===== config.mk =====
export PLATFORM = sky130hd
export DESIGN_NAME = pipe_stage_hs
export DESIGN_NICKNAME = d
export VERILOG_FILES = /design/src/rtl/pipe_stage_hs.sv
export SDC_FILE = /design/constraint.sdc
export NUM_CORES = 1
export LEC_CHECK = 0
export CORE_UTILIZATION = 43
export CTS_CLUSTER_SIZE = 24
export DETAILED_ROUTE_END_ITERATION = 7
export PLACE_DENSITY = 0.76
export SYNTH_ARGS = -nofsm -noshare
export SYNTH_HDL_FRONTEND = slang
export SYNTH_SLANG_ARGS = --single-unit

===== constraint.sdc =====
create_clock -name clk -period 1.6 [get_ports clk]
set_input_delay 0.24 -clock clk [delete_from_list [all_inputs] [get_ports clk]]
set_output_delay 0.24 -clock clk [all_outputs]
set_load 0.05 [all_outputs]

===== src/rtl/pipe_stage_hs.sv =====
// pipe_stage_hs: handshaked pipeline stage register with flush, optional skid entry and bubble counter
module pipe_stage_hs #(
  parameter int WIDTH = 32,
  parameter int SKID  = 0,
  parameter int CNT_W = 16
) (
  input  logic             clk,
  input  logic             rst,
  input  logic             flush,
  input  logic             in_valid,
  output logic             in_ready,
  input  logic [WIDTH-1:0] in_data,
  output logic             out_valid,
  input  logic             out_ready,
  output logic [WIDTH-1:0] out_data,
  output logic [1:0]       occupancy,
  output logic [CNT_W-1:0] bubble_cnt
);
  typedef enum logic [1:0] {EMPTY = 2'd0, ONE = 2'd1, TWO = 2'd2} state_t;
  state_t           r_state, w_next;
  logic [WIDTH-1:0] r_main, r_skid;
  logic [CNT_W-1:0] r_bubble;
  logic             w_accept, w_consume, w_load_main, w_load_skid, w_from_skid;
  assign out_valid  = r_state != EMPTY;
  assign out_data   = r_main;
  assign occupancy  = r_state;
  assign bubble_cnt = r_bubble;
  // with SKID=0 the ready path sees out_ready; with SKID=1 it depends on state only
  assign in_ready   = !rst && !flush && ((SKID != 0) ? (r_state != TWO) : (!out_valid || out_ready));
  assign w_accept   = in_valid && in_ready;
  assign w_consume  = out_valid && out_ready;
  always_comb begin
    w_load_main = w_accept && (r_state == EMPTY || w_consume);
    w_load_skid = w_accept && r_state == ONE && !w_consume;
    w_from_skid = r_state == TWO && w_consume;
    w_next      = flush ? EMPTY :
                  r_state == EMPTY ? (w_accept ? ONE : EMPTY) :
                  r_state == ONE   ? (w_load_skid ? TWO : (!w_accept && w_consume) ? EMPTY : ONE) :
                  (w_consume ? ONE : TWO);
  end
  always_ff @(posedge clk) begin
    if (rst) begin
      r_state  <= EMPTY;
      r_main   <= '0;
      r_skid   <= '0;
      r_bubble <= '0;
    end else begin
      r_state <= w_next;
      if (w_load_main) r_main <= in_data;
      else if (w_from_skid) r_main <= r_skid;
      if (w_load_skid) r_skid <= in_data;
      if (!out_valid && !(&r_bubble)) r_bubble <= r_bubble + {{(CNT_W-1){1'b0}}, 1'b1};
    end
  end
endmodule


# Word level (Yosys, flattened, before mapping)
# Cells that the tools add are included.
# op_classes
n_addsub	1
eq_ne	2
n_mux	8
n_reduce_logical	23
# op_table
operator	n
32-bit two-way mux	2
16-bit by 1-bit adder with 16-bit output, second input constant	1
16-bit AND reduction	1
1-bit logical AND	10
2-bit two-way mux	4
1-bit logical NOT	6
2-bit nonzero test	2
2-bit by 1-bit == test with 1-bit output, second input constant	1
2-bit == test, second input constant	1
2-bit logical NOT	1
1-bit logical OR	2
1-bit two-way mux	2
2-bit OR reduction	1
# totals
ff_bits	82
inputBits	37
output_inout_bits	52

# Longest topological paths before layout
# Gate-level depths: netlist (run 1).
# depth
ltp_word	11
depth_mapped	7

# Worst setup path after synthesis (run 1)
# No wires, ideal clock.
# synth_path
path_type	register to register
from	reg r_bubble[0], in the netlist bubble_cnt[0]
to	reg r_bubble[1], in the netlist bubble_cnt[1]
arrival_ns	1.917
setup_slack_ns	-0.451
stages_incl_launch_ff	8
n_path_buf	2
period_less_slack_ns	2.051
cell_sequence	dfxtp_1 > ha_1 > nand4_1 > nor4_4 > buf_6 > buf_12 > nand3b_1 > a21oi_2
# synth_between
elab_chain_cells	3
word_cells_on_any_way	4
# synth_lines
element	line_no	source
start, declared	22	logic [CNT_W-1:0] r_bubble;
start signal, assigned	52	if (!out_valid && !(&r_bubble)) r_bubble <= r_bubble + {{(CNT_W-1){1'b0}}, 1'b1};
branches (longest 3 deep; another with 16-bit by 1-bit adder with 16-bit output)	n/a	
# Several ways; the timed one is not identified.
# A chain may end at the register's enable or synchronous reset.

# Worst setup path in the final report (run 1)
# layout_path
from	reg r_bubble[1], in the netlist bubble_cnt[1]
to	reg r_bubble[15], in the netlist bubble_cnt[15]
# The elaborated chain is that of the path after synthesis.

==> impl_metrics.yaml, run 1 <==
setup_path:
  reg2reg_to: "bubble_cnt[15]$_SDFFE_PP0P_"
  regToRegStartpoint: "bubble_cnt[1]$_SDFFE_PP0P_"
  cp_slowest_cell: "or4_1"
  cp.arrival_ns: 1.89
  cp_max_fo: 6
  crit_path_start_kind: "register"
  worstSetupPathType: "register to register"
  path_cells: "ha_4, nand4_1, nor4_4, buf_4, or4_1, a21oi_1"
  worst_r2r_path_depth: 6
  regToRegSetupSlack_ns: -0.02
  end_kind: "register"
  critPathCapture: "bubble_cnt[15]$_SDFFE_PP0P_"
  crit_path_start: "bubble_cnt[1]$_SDFFE_PP0P_"
  cpPeakStageDelay_ns: 0.50
  worstPathRequired_ns: 1.88
min_path:
  worstHoldPathType: "input port to register"
synth:
  yosysWarnings: 0
  synth_top_area_share_pct: 50.58
  synth-seq-cells: 82
  synthArstFlopShare_pct: 0
  synth_area_um2: 3246
  synthFlopType: "dfxtp_1"
  avgSynthCellArea_um2: 10.34
  synthTopCellsByArea: "dfxtp_1 51%, mux2i_1 9.9%, a211oi_1 7.4%"
  synthCells: 314
  synth_cell_types: 43
  yosys.area.top_type: "dfxtp_1"
  syn-num-nets: 352
  synth_edf_count: 0
  yosysSeqAreaShare_pct: 50.58
run_status:
  outcome: "finished, violations left"
  violations: "setup timing"
sta:
  fin_ws_ns: -0.01559
  period_needed_ns: 1.616
  slew_viol_final: 0
  tns_ns: -0.01559
  period_share_pct: 101.0
  fin_skew_ns: 0.01061
  slew-limit-headroom_pct: 76.18
  hold_slack_ns: 0.3248
  setup_viol: 1
  hold_viol: 0
  timing.fmax_ghz: 0.6190
  worst_pin_slew_ns: 0.3573
  rsz0062_at_grt: "yes"
grt:
  grt_pass1_vias: 2326
  grt_pass1_wl_um: 10650
  grt_overflow: 0
  antenna_found_initial: 0
  track_usage_pct: 17.72
  grt_max_degree: 82
drt:
  ant_nets: 0
  post_drt_via_cell_ratio: 5.060
  drc: 0
  routed_wl_um: 6880
  drt_iter0_drc: 87
  avgRoutedWirePerCell_um: 13.26
  vias: 2626
  drtPass1Iterations: 4
final_layout:
  layout_common_cells: "69 x buf_4, 64 x dfxtp_1, 35 x nor2_1, 35 x clkdlybuf4s50_1, 33 x nor2b_1"
  antenna_cells: 0
  layout-drive-gt1-share_pct: 32.14
  final_nets: 453
  syn_to_final_growth_pct: 40.21
  layout_commonest_cell: "buf_4"
clocking:
  clkSinkCount: 82
  cts_buffers: 9
  cts_tree: "yes"
  cts_root_buf: "clkbuf_8"
  clkLatencyLatePin_ns: 0.35
  clkTransAtPathRegs_ns: 0.08
  h-tree-depth: 3
  ctsHoldBuffers: 0
  cts_max_path_buffers: 2
place:
  gp_congestion: 0.7685
  port_buffers: 88
  hpwlAfterDp_um: 4476
die:
  die_h_um: 88.88
  rows: 31
  coreArea_um2: 7292
  dieArea_um2: 7900
  fp.dieW_um: 88.88
  io_pins: 89
  start_util_pct: 44.51
power_and_ir_drop:
  power.density_nw_per_um2: 921.4
  finalPower_uw: 4193
  vdd_ir_drop_max_mv: 0.5993
  p_leak_uw: 0.002018
job:
  max-cap-violations: 0
==> kinds of logic after synthesis <==
group | synth area share, %
compound gates | 14.30
xor+xnor | 0.2699
fa+ha+maj | 0.3854
buf+inv | 4.472
flops | 50.58
mux | 9.869
simple gates | 20.12
==> cells in the mapped netlist (all sizes together) (4+ instances only) <==
| master | number |
|---|---|
| dfxtp | 82 |
| nor2 | 36 |
| nor2b | 33 |
| a211oi | 32 |
| mux2i | 32 |
| a21oi | 14 |
| clkbuf | 11 |
| buf | 10 |
| o31ai | 9 |
| or4 | 9 |
| nand4 | 6 |
| nand3 | 5 |
| o21ai | 5 |
| and3 | 4 |
| nand2 | 4 |
| or3 | 4 |
==> final cells by class <==
type | instances | area, um2
clock buffer | 12 | 155.1
clock inverter | 4 | 48.80
fill | 637 | 2741
inverter | 2 | 10.01
multi-input combinational | 208 | 1518
sequential | 82 | 1692
tap | 99 | 123.9
timing repair buffer | 112 | 1003
==> power breakdown <==
part	leakage [uW]	switching, uW	internal (uW)	total (uW)
sequential	0.000677	35.3	2070	2110
combinational	0.00123	320	233	553
clock	0.000107	722	808	1530
total	0.00202	1080	3120	4190
==> through the flow <==
step / utilization, % / instance area [um2] / worst slack [ns] / cells
after floorplan: - / 3321 / -0.01485 / 314
after global placement: 58.30 / 4252 / -0.1049 / 496
after detailed placement: 58.30 / 4252 / -0.1585 / 496
after CTS: 61.67 / 4497 / -0.008552 / 517
after global routing: 62.41 / 4551 / -0.06130 / 519
final: 62.41 / 4551 / -0.01559 / 519
==> state kept, by name, summed over array words and instances, names as in the netlist <==
signal / flops
out_data: 32
bubble_cnt: 16
r_skid: 32
occupancy: 2
==> critical path, delay by kind of cell (launching register included) <==
| family | cells | cell delay, ns |
|---|---|---|
| simple gates | 3 | 0.72 |
| flops | 1 | 0.36 |
| fa+ha+maj | 1 | 0.16 |
| buf+inv | 1 | 0.16 |
| compound gates | 1 | 0.13 |
==> routing by layer <==
layer  routed length (um)  vias up  GRT usage (%)
li1                     -     1339              -
met1                 3251     1207          21.86
met2                 3116       69          28.39
met3                  403       11          6.437
met4                  110        0          6.598
met5                    0        -              0
==> how the worst min path moves through the flow <==
stage / depth (start not counted) / to / slack (ns) / from
final: 4 / occupancy[0]$_SDFF_PP0_ / 0.32 / rst
after global routing: 4 / occupancy[0]$_SDFF_PP0_ / 0.32 / rst
after CTS: 4 / occupancy[0]$_SDFF_PP0_ / 0.31 / rst
after detailed placement: 1 / r_skid[6]$_SDFFE_PP0P_ / 0.46 / r_skid[6]$_SDFFE_PP0P_
after global placement: 1 / r_skid[15]$_SDFFE_PP0P_ / 0.45 / r_skid[15]$_SDFFE_PP0P_
after floorplan: 1 / occupancy[1]$_SDFF_PP0_ / 0.31 / flush
==> what timing repair did <==
item | in CTS | in global routing
setup endpoints to repair | 4 | 14
pin swaps | 3 | 10
buffers inserted | 4 | 1
resized for setup | 0 | 9
gates cloned | 1 | 1
Power figures use the tool's default switching activity.
==> run 2: changes to the inputs <==
CTS_BUF_LIST = sky130_fd_sc_hd__clkbuf_16   (was unset)
==> run 2 against run 1 <==
Net effect: the run now ends clean; largest cell class unchanged; global-route usage unchanged; wire length down 1.7%; combinational power down 1%.
==> impl_metrics.yaml, run 2 (synthesis gave the netlist of run 1 again) <==
min_path:
  worstHoldPathType: "input port to register"
final_layout:
  final_area_um2: 4591
  layout_common_cells: "68 x buf_4, 64 x dfxtp_1, 35 x nor2_1, 35 x clkdlybuf4s50_1, 33 x nor2b_1"
  layout-drive-gt1-share_pct: 31.34
  layout_commonest_cell: "buf_4"
  final_nets: 451
  syn_to_final_growth_pct: 41.44
  antenna_cells: 0
die:
  dieArea_um2: 7900
  coreArea_um2: 7292
  io_pins: 89
  start_util_pct: 44.51
  fp.dieW_um: 88.88
  die_h_um: 88.88
  rows: 31
sta:
  period_share_pct: 99.97
  slew-limit-headroom_pct: 75.28
  fin_ws_ns: 0.0004726
  tns_ns: 0
  setup_viol: 0
  slew_viol_final: 0
  timing.fmax_ghz: 0.6252
  hold_slack_ns: 0.3486
  hold_viol: 0
  period_needed_ns: 1.600
  rsz0062_at_grt: "yes"
  fin_skew_ns: 0.006920
  worst_pin_slew_ns: 0.3709
setup_path:
  worstSetupPathType: "register to register"
  path_cells: "ha_4, nand4_1, nor4_4, buf_4, or4_1, a21oi_1"
  cp_slowest_cell: "or4_1"
  end_kind: "register"
  worstPathRequired_ns: 1.86
  crit_path_start_kind: "register"
  cpPeakStageDelay_ns: 0.50
  cp.arrival_ns: 1.86
  cp_top_family: "simple AND/OR/NAND/NOR gates"
  path_buf_inv: 1
  cp_max_fo: 6
power_and_ir_drop:
  vdd_ir_drop_max_mv: 0.5863
  power.density_nw_per_um2: 1009
  p_leak_uw: 0.002042
drt:
  post_drt_via_cell_ratio: 5.050
  ant_nets: 0
  avgRoutedWirePerCell_um: 13.09
  drtPass1Iterations: 4
  routed_wl_um: 6765
  drc: 0
  drt_iter0_drc: 47
  vias: 2611
run_status:
  outcome: "finished, final reports clean"
clocking:
  clkLatencyLatePin_ns: 0.33
  clkSinkCount: 82
  cts_tree: "yes"
  clkTransAtPathRegs_ns: 0.06
  cts_max_path_buffers: 2
  cts_root_buf: "clkbuf_16"
  h-tree-depth: 3
  cts_buffers: 9
  ctsHoldBuffers: 0
grt:
  grt_overflow: 0
  antenna_found_initial: 0
  grt_pass1_wl_um: 10670
  grt_pass1_vias: 2334
  track_usage_pct: 17.72
  grt_max_degree: 82
place:
  hpwlAfterDp_um: 4476
  dpl_cell_area_um2: 4252
  dpl_worst_slack_ns: -0.1585
  gp_congestion: 0.7685
  port_buffers: 88
job:
  max-cap-violations: 0
[run 2: final timing paths]
kind,depth (start not counted),slack [ns],to,startpoint
setup / recovery,6,0.0005,bubble_cnt[15]$_SDFFE_PP0P_,bubble_cnt[1]$_SDFFE_PP0P_
hold / removal,4,0.35,occupancy[0]$_SDFF_PP0_,rst
setup reg to reg,6,0.0005,bubble_cnt[15]$_SDFFE_PP0P_,bubble_cnt[1]$_SDFFE_PP0P_
hold reg to reg,1,0.46,r_skid[23]$_SDFFE_PP0P_,r_skid[23]$_SDFFE_PP0P_
[run 2: final cells by class]
| type | count | area (um2) |
|---|---|---|
| Tap cell | 99 | 123.9 |
| Fill cell | 619 | 2701 |
| Sequential cell | 82 | 1692 |
| Inverter | 2 | 7.507 |
| Timing Repair Buffer | 110 | 970.9 |
| Clock buffer | 9 | 225.2 |
| Clock inverter | 7 | 60.06 |
| Multi-Input combinational cell | 208 | 1511 |
[run 2: tightest hold or removal path: stages]
cell and delay [ns]:
buf_2 0.12, nor2_1 0.04, buf_4 0.14, o311a_1 0.10
[run 2: where the power goes]
| group | total, uW | internal (uW) | switching, uW |
|---|---|---|---|
| Clock | 1970 | 1190 | 782 |
| Combinational | 545 | 227 | 318 |
| Sequential | 2110 | 2080 | 34.8 |
| Total | 4630 | 3500 | 1130 |
[run 2: what timing repair did]
item / in CTS / in global routing
cloned: 1 / 0
resized for setup: 0 / 6
endpoints found under the setup margin: 4 / 11
setup buffers: 4 / 0
pin swaps: 3 / 11
[run 2: per-layer routing]
metal | up-vias | GRT usage (%) | share of wire [%]
met3 | 8 | 6.623 | 5.6
met5 | - | 0 | 0
li1 | 1338 | - | -
met1 | 1199 | 22.09 | 48
met2 | 66 | 28.46 | 46
met4 | 0 | 5.572 | 0.65
[run 2: metrics by stage]
step                utilization, %  power, uW  instances
detailed placement           58.30       2698        496
global route                 62.95       4820        517
global placement             58.30       2694        496
floorplan                        -       2468        314
finish                       62.95       4632        517
CTS                          62.78       4677        517
==> run 3: changes to the inputs <==
ABC_CLOCK_PERIOD_IN_PS = 1600   (was unset)
SKIP_LAST_GASP = 1   (was unset)
==> run 3 against run 2 <==
Net effect: the flow now finishes with violations (setup timing); die area unchanged; combinational power is essentially flat; core utilization down 0.10 points; global-route usage did not move; design area fell by 0.16%; critical path depth did not move; critical endpoint unchanged; wire length up 0.16%; highest routed layer unchanged; total power about the same; flip-flop and latch count unchanged; maximum frequency fell by 0.13%.
==> impl_metrics.yaml, run 3 (synthesis gave the netlist of run 1 again) <==
sta:
  tns_ns: -0.001627
  rsz0062_at_grt: "yes"
  slew-limit-headroom_pct: 75.16
  worst_pin_slew_ns: 0.3726
  period_needed_ns: 1.602
  hold_viol: 0
  timing.fmax_ghz: 0.6244
  period_share_pct: 100.1
  fin_ws_ns: -0.001627
  fin_skew_ns: 0.007181
  setup_viol: 1
  slew_viol_final: 0
power_and_ir_drop:
  p_comb_share_pct: 11.8
  vdd_ir_drop_max_mv: 0.5863
  p_int_uw: 3497
  p_leak_uw: 0.002040
  power.density_nw_per_um2: 1010
  power_frac_clock_pct: 42.6
  seqPwrFrac_pct: 45.7
  switchingPower_uw: 1130
  swShare_pct: 24.43
min_path:
  whs_path_depth: 4
  worstHoldPathType: "input port to register"
  hp-start: "rst"
final_layout:
  utilization_pct: 62.85
  syn_to_final_growth_pct: 41.21
  layout-drive-gt1-share_pct: 30.86
  final_nets: 451
  layout_common_cells: "68 x buf_4, 64 x dfxtp_1, 35 x nor2_1, 35 x clkdlybuf4s50_1, 33 x nor2b_1"
  antenna_cells: 0
  instances_no_fill: 517
  layout_commonest_cell: "buf_4"
grt:
  antenna_found_initial: 0
  grt_max_degree: 82
  grt_pass1_wl_um: 10670
  grt_pass1_vias: 2334
  grt_overflow: 0
  track_usage_pct: 17.72
clocking:
  cts_tree: "yes"
  cts_root_buf: "clkbuf_16"
  cts_buffers: 9
  clkSinkCount: 82
  clkLatencyLatePin_ns: 0.33
  cts_max_path_buffers: 2
  h-tree-depth: 3
  clkTransAtPathRegs_ns: 0.06
  ctsHoldBuffers: 0
drt:
  post_drt_via_cell_ratio: 5.060
  routed_wl_um: 6776
  ant_nets: 0
  drc: 0
  drtPass1Iterations: 4
  vias: 2616
  avgRoutedWirePerCell_um: 13.11
  drt_iter0_drc: 47
setup_path:
  cp_max_fo: 6
  cpPeakStageDelay_ns: 0.50
  cp_slowest_cell: "or4_1"
  worstPathRequired_ns: 1.86
  cp.arrival_ns: 1.86
  crit_path_start_kind: "register"
  path_cells: "ha_4, nand4_1, nor4_4, buf_4, or4_1, a21oi_1"
  worst_r2r_path_depth: 6
  regToRegStartpoint: "bubble_cnt[1]$_SDFFE_PP0P_"
  worstSetupPathType: "register to register"
  end_kind: "register"
  crit_path_start: "bubble_cnt[1]$_SDFFE_PP0P_"
place:
  hpwlAfterDp_um: 4476
  port_buffers: 88
  dp.cells: 496
  gp_congestion: 0.7685
die:
  coreArea_um2: 7292
  dieArea_um2: 7900
  start_util_pct: 44.51
  rows: 31
  die_h_um: 88.88
  fp.dieW_um: 88.88
  io_pins: 89
job:
  max-cap-violations: 0
run_status:
  violations: "setup timing"
  outcome: "finished, violations left"
run 3: cell counts in the layout (fill, tap and decap cells not counted):
Identical to the previous run, type by type.
run 3: timing repair:
action,CTS,global route
gates cloned,1,0
hold endpoints to repair,0,0
endpoints found under the setup margin,4,11
setup buffers,4,0
pin swaps,3,11
resized for setup,0,4
run 3: worst max-delay path: cells and delay by family (launching register included):
family,cells,cell delay [ns]
AO/OA/AOI/OAI,1,0.13
adder cells (fa/ha/maj),1,0.17
buffers and inverters,1,0.16
flip-flops,1,0.36
AND/OR/NAND/NOR,3,0.72
run 3: final timing paths:
| kind | endpoint | slack (ns) |
|---|---|---|
| worst max-delay path | bubble_cnt[15]$_SDFFE_PP0P_ | -0.002 |
| worst min-delay path | occupancy[0]$_SDFF_PP0_ | 0.35 |
| worst max register to register | bubble_cnt[15]$_SDFFE_PP0P_ | -0.002 |
| worst min register to register | r_skid[23]$_SDFFE_PP0P_ | 0.47 |
run 3: metal layers:
metal	GRT usage [%]	part of all wire, %	up-vias
met2	28.46	46	65
li1	-	-	1338
met4	5.572	0.49	0
met3	6.623	6.3	4
met5	0	0	-
met1	22.09	47	1209
run 3: through the flow:
step	hold WS (ns)	power (uW)	area (um2)	setup WS, ns
6_report	0.3484	4627	4583	-0.001627
5_1_grt	0.3489	4820	4583	-0.04363
4_1_cts	0.3446	4677	4578	-0.004981
3_5_place_dp	0.4584	2698	4252	-0.1585
3_3_place_gp	0.4524	2694	4252	-0.1049
2_1_floorplan	0.3114	2468	3321	-0.01485
run 3: area by class of cell:
type | instances | area [um2]
clock buffers | 9 | 225.2
clock inverters | 7 | 60.06
fillers | 620 | 2709
inverters | 2 | 7.507
multi-input cells | 208 | 1504
flip-flops and latches | 82 | 1692
well taps | 99 | 123.9
repair buffers | 110 | 970.9
run 3: power groups by stage:
stage	Combinational, uW	Clock (uW)	Sequential, uW
global placement	537	0	2160
global route	581	2120	2120
CTS	547	2020	2110
detailed placement	542	0	2160
finish	545	1970	2110
floorplan	143	0	2320
